File: src/rtl/audio_sample_sched.sv
// Audio sample scheduler: buffers IFFT samples in a FIFO and releases them to a
// 1-bit DAC at a fixed sample period. Playback waits for the FIFO to prime to a
// minimum level, then emits one sample per period. When the FIFO runs dry, the
// sample is replaced by silence and the event is counted.
module audio_sample_sched #(
  parameter int DEPTH     = 16,
  parameter int PRIME_LVL = 8
) (
  input  logic                     clk,
  input  logic                     rstn,
  input  logic                     enable,
  input  logic [15:0]              period,
  input  logic                     clr_stats,
  input  logic [15:0]              s_data,
  input  logic                     s_valid,
  output logic                     s_ready,
  output logic [15:0]              pcm_out,
  output logic                     stb,
  output logic                     running,
  output logic [$clog2(DEPTH):0]   level,
  output logic [7:0]               underrun_cnt
);

  localparam int AW = $clog2(DEPTH);
  localparam logic [AW:0] DEPTH_L = (AW+1)'(DEPTH);
  localparam logic [AW:0] PRIME_L = (AW+1)'(PRIME_LVL);

  typedef enum logic [1:0] {
    IDLE  = 2'd0,
    PRIME = 2'd1,
    RUN   = 2'd2
  } state_t;

  state_t           state_q;
  logic [15:0]      cnt_q;
  logic [AW-1:0]    wr_ptr;
  logic [AW-1:0]    rd_ptr;
  logic [AW:0]      level_q;
  logic [15:0]      mem [DEPTH];

  logic             push;
  logic             pop;
  logic             tick;
  logic             underrun;
  logic [15:0]      period_eff;
  logic [15:0]      reload_val;
  logic [15:0]      head;

  // Handshake and tick decode. Dropping enable suppresses a tick that would
  // otherwise land on the same edge as the return to IDLE.
  assign s_ready    = (level_q != DEPTH_L);
  assign push       = s_valid && s_ready;
  assign tick       = (state_q == RUN) && enable && (cnt_q == 16'd0);
  assign pop        = tick && (level_q != '0);
  assign underrun   = tick && (level_q == '0);
  assign period_eff = (period < 16'd2) ? 16'd2 : period;
  assign reload_val = period_eff - 16'd1;
  assign head       = mem[rd_ptr];
  assign level      = level_q;

  // Sample storage; contents need no reset because the pointers define validity.
  always_ff @(posedge clk) begin
    if (push) begin
      mem[wr_ptr] <= s_data;
    end
  end

  // FIFO pointers and occupancy; a simultaneous push and pop leaves level alone.
  always_ff @(posedge clk or negedge rstn) begin
    if (!rstn) begin
      wr_ptr  <= '0;
      rd_ptr  <= '0;
      level_q <= '0;
    end else begin
      if (push) begin
        wr_ptr <= wr_ptr + AW'(1);
      end
      if (pop) begin
        rd_ptr <= rd_ptr + AW'(1);
      end
      if (push && !pop) begin
        level_q <= level_q + (AW+1)'(1);
      end else if (pop && !push) begin
        level_q <= level_q - (AW+1)'(1);
      end
    end
  end

  // Playback state machine with the period counter and registered DAC outputs.
  always_ff @(posedge clk or negedge rstn) begin
    if (!rstn) begin
      state_q <= IDLE;
      cnt_q   <= 16'd0;
      pcm_out <= 16'h0000;
      stb     <= 1'b0;
      running <= 1'b0;
    end else begin
      stb <= 1'b0;
      if (!enable) begin
        state_q <= IDLE;
        running <= 1'b0;
        cnt_q   <= 16'd0;
      end else begin
        case (state_q)
          IDLE: begin
            state_q <= PRIME;
          end
          PRIME: begin
            if (level_q >= PRIME_L) begin
              state_q <= RUN;
              running <= 1'b1;
              cnt_q   <= reload_val;
            end
          end
          RUN: begin
            if (tick) begin
              cnt_q   <= reload_val;
              stb     <= 1'b1;
              pcm_out <= pop ? head : 16'h0000;
            end else begin
              cnt_q <= cnt_q - 16'd1;
            end
          end
          default: begin
            state_q <= IDLE;
            running <= 1'b0;
            cnt_q   <= 16'd0;
          end
        endcase
      end
    end
  end

  // Saturating underrun statistic; a clear wins over a coincident underrun.
  always_ff @(posedge clk or negedge rstn) begin
    if (!rstn) begin
      underrun_cnt <= 8'd0;
    end else if (clr_stats) begin
      underrun_cnt <= 8'd0;
    end else if (underrun && (underrun_cnt != 8'hFF)) begin
      underrun_cnt <= underrun_cnt + 8'd1;
    end
  end

endmodule

File: config.mk
export PLATFORM = sky130hd
export DESIGN_NAME = audio_sample_sched
export DESIGN_NICKNAME = d
export VERILOG_FILES = /design/src/rtl/audio_sample_sched.sv
export SDC_FILE = /design/constraint.sdc
export NUM_CORES = 1
export LEC_CHECK = 0
export CORE_ASPECT_RATIO = 0.9
export CORE_MARGIN = 2
export CORE_UTILIZATION = 59
export DETAILED_ROUTE_END_ITERATION = 6
export PLACE_DENSITY = 0.85
export SYNTH_ARGS = -nofsm -noshare
export SYNTH_HDL_FRONTEND = slang
export SYNTH_SLANG_ARGS = --single-unit
export TNS_END_PERCENT = 50
File: constraint.sdc
create_clock -name clk -period 6 [get_ports clk]
set_clock_uncertainty 0.05 [all_clocks]
set_input_delay 1.2 -clock clk [delete_from_list [all_inputs] [get_ports clk]]
set_output_delay 1.2 -clock clk [all_outputs]
set_load 0.03 [all_outputs]
==> results.sh <==
export IMPL_status="completed"
export IMPL_cts_max_path_buffers=3
export IMPL_layout_common_cells="edfxtp_1 (256), clkdlybuf4s50_1 (67), mux4_2 (64), dfrtp_1 (55), nand2_1 (44)"
export IMPL_track_usage_pct=25.4
export IMPL_finalCriticalPeriod_ns=4.22
export IMPL_worst_pin_slew_ns=1.16
export IMPL_root_buffer="clkbuf_16"
export IMPL_ir_drop_uv=331
export IMPL_syn_num_nets=813
export IMPL_netlist_area_leader_share_pct=59.2
export IMPL_synth_edf_count=256
export IMPL_period_share_pct=70.3
export IMPL_layout_commonest_cell="edfxtp_1"
export IMPL_coreArea_um2=21600
export IMPL_layout_drive_gt1_share_pct=18.1
export IMPL_antennaDiodeCount=0
export IMPL_synth_yosys_seq_area_share_pct=70.2
export IMPL_grt_overflow_total=0
export IMPL_fin_cells=1153
export IMPL_grt_setup_unrepaired="false"
export IMPL_gp_congestion=0.855
export IMPL_avgViaCountPerCell=6.45
export IMPL_wl_per_cell_um=25.2
export IMPL_final_area_um2=15000
export IMPL_postPlaceCellArea_um2=14100
export IMPL_worst_ep_required_time_ns=6.43
export IMPL_cts_tree="built"
export IMPL_cts_resized=0
export IMPL_initial_core_util_pct=60.0
export IMPL_ant_nets=0
export IMPL_ys_seq_elements=313
export IMPL_port_buffer_count=68
export IMPL_fin_setup_tns_ns=0
export IMPL_clkTransAtPathRegs_ns=0.07
export IMPL_worst_setup_path_type="in -> reg"
export IMPL_p_clk_share_pct=26.3
export IMPL_first_pass_iters=5
export IMPL_switching_share_pct=32.3
export IMPL_routed_wl_um=29000
export IMPL_finalHoldViolations=0
export IMPL_area_growth_synth_to_final_pct=15.1
export IMPL_drv_cap=0
export IMPL_antenna_found_initial=1
export IMPL_p_int_mw=4.51
export IMPL_synth_top_cell_by_area="edfxtp_1"
export IMPL_arrival_ns=4.65
export IMPL_h_tree_depth=1
export IMPL_pwr_share_comb_pct=30.1
export IMPL_synth_avg_cell_area_um2=17.1
export IMPL_ios=69
export IMPL_cp_cell_sequence="clkdlybuf4s50_1 -> or4_1 -> or4_1 -> o41ai_1 -> ha_1 -> nor3b_1 -> nand3_1 -> xor2_1 -> a311o_1 -> o211ai_1"
export IMPL_cts_buffers=29
export IMPL_netSwitchingPower_mw=2.16
export IMPL_hold_class="reg -> reg"
export IMPL_grt_max_degree=58
export IMPL_slowest_delay_ns=0.60
export IMPL_post_cts_buffers=0
export IMPL_cts_hold_buf=0
export IMPL_insertion_delay_ns=0.56
export IMPL_die_x_um=160
export IMPL_die_h_um=145
export IMPL_cts_sinks=313
export IMPL_die_area_um2=23200
export IMPL_via_count=7436
export IMPL_p_leak_nw=5.14
export IMPL_rows=51
export IMPL_path_common_cell="or4_1"
export IMPL_grt_pass1_wl_um=43700
export IMPL_startpoint_type="primary input"
export IMPL_slew_limit_headroom_pct=22.5
export IMPL_critPathCaptureType="register"
export IMPL_grt_pass1_vias=7314
export IMPL_drt_iter0_markers=693
export IMPL_power_frac_seq_pct=43.6
export IMPL_slowest_stage="or4_1"
export IMPL_netlist_area_um2=13000
export IMPL_crit_fanout=5
export IMPL_yosys_warnings=0
export IMPL_synthTopCellsByArea="edfxtp_1 (59%), mux4_2 (11%), dfrtp_1 (11%), ha_1 (1.5%), o21ai_0 (1.3%)"
export IMPL_placed_cells=1100
export IMPL_async_flop_share_pct=18.2
export IMPL_synth_distinct_cells=63
export IMPL_fmax_mhz=237
export IMPL_nNetsFinal=894
export IMPL_dp_hpwl_um=17200
export IMPL_drc_errors=0
export IMPL_synthCells=759
export IMPL_setup_viol=0
export IMPL_ys_flop_type="edfxtp_1"
export IMPL_power_density_nw_per_um2=446
export IMPL_slew_viol_final=0
[per-layer routing]
layer	routed length [um]	GRT usage (%)	share of wire (%)
met2	14200	42.2	49
met4	949	9.01	3.3
met1	11300	33.7	39
met5	0	0	0
met3	2630	5.61	9.1
[cells in the mapped netlist (3+ instances only)]
cell type	n
a22o_1	17
nor2b_1	4
dfrtp_1	57
ha_1	16
a21o_1	3
nand2b_1	6
nand4_1	3
o21ai_0	35
nor2_1	28
buf_1	9
nand2_1	44
edfxtp_1	256
a221o_1	4
inv_1	12
buf_2	7
o31ai_1	6
xor2_1	9
clkbuf_1	21
or4_1	5
a211o_1	4
a221oi_1	16
mux2_2	3
o211ai_1	4
nand3_1	12
a21oi_1	18
and2_1	3
nor4_1	7
nor3b_1	4
o21a_1	3
o41ai_1	3
or3_1	10
or2_2	3
mux4_2	64
nor3_1	13
xnor2_1	17
[layout make-up]
cell class,instances,area (um^2)
Multi-Input combinational cell,395,3690
Fill cell,1297,6680
Clock inverter,20,141
Clock buffer,33,761
Timing Repair Buffer,89,833
Tap cell,291,364
Inverter,12,45.0
Sequential cell,313,9120
[flip-flops by register name (all words and copies together), names as in the netlist]
signal	count
running	1
pcm_out	16
wr_ptr	4
rd_ptr	4
mem	256
stb	1
level	5
cnt_q	16
underrun_cnt	8
state_q	2
[power groups by stage]
stage / Clock (mW) / Sequential [mW] / Combinational (mW)
detailed placement: 0 / 2.94 / 1.98
global placement: 0 / 2.92 / 1.92
global route: 1.85 / 2.94 / 2.15
finish: 1.76 / 2.91 / 2.01
floorplan: 0 / 2.91 / 1.37
CTS: 1.77 / 2.91 / 2.01
[stage by stage]
| stage | hold slack [ns] | utilization, % | setup slack [ns] | power (mW) |
|---|---|---|---|---|
| final | 0.442 | 69.1 | 1.78 | 6.67 |
| after global routing | 0.465 | 69.1 | 1.45 | 6.95 |
| after CTS | 0.442 | 69.1 | 1.83 | 6.69 |
| after detailed placement | 0.422 | 65.0 | 1.27 | 4.93 |
| after global placement | 0.414 | 65.0 | 1.43 | 4.84 |
| after floorplan | 0.422 | - | 2.05 | 4.29 |
[cells by family (layout without fill, tap and decap cells)]
logic type	Yosys count	in the layout	share of synthesized area, %
muxes	67	67	11.4
xor gates and xnor gates	26	26	1.75
AOI/OAI and AO/OA	129	129	7.03
adders and majority gates	17	17	1.70
buffers and inverters	51	154	1.63
and+or+nand+nor	156	156	6.38
DFF	313	313	70.2
[worst max-delay path: cells and delay by family]
kind / cells / cell delay (ns)
xor gates and xnor gates: 1 / 0.24
and+or+nand+nor: 4 / 1.58
AOI/OAI and AO/OA: 3 / 0.89
buffers and inverters: 1 / 0.45
adders and majority gates: 1 / 0.28
[path summary, 6_finish.rpt]
kind                            startpoint              end  slack [ns]  cells past startpoint
worst max-delay path            period[12]        cnt_q[10]        1.78                     10
worst min-delay path            pcm_out[2]       pcm_out[2]        0.44                      2
worst max register to register    cnt_q[0]         level[4]        2.37                     14
worst min register to register  pcm_out[2]       pcm_out[2]        0.44                      2
max in group asynchronous             rstn        rd_ptr[0]        4.54                      2
min in group asynchronous             rstn  underrun_cnt[5]        0.76                      2
No activity file was read; power rests on OpenSTA's default activity.
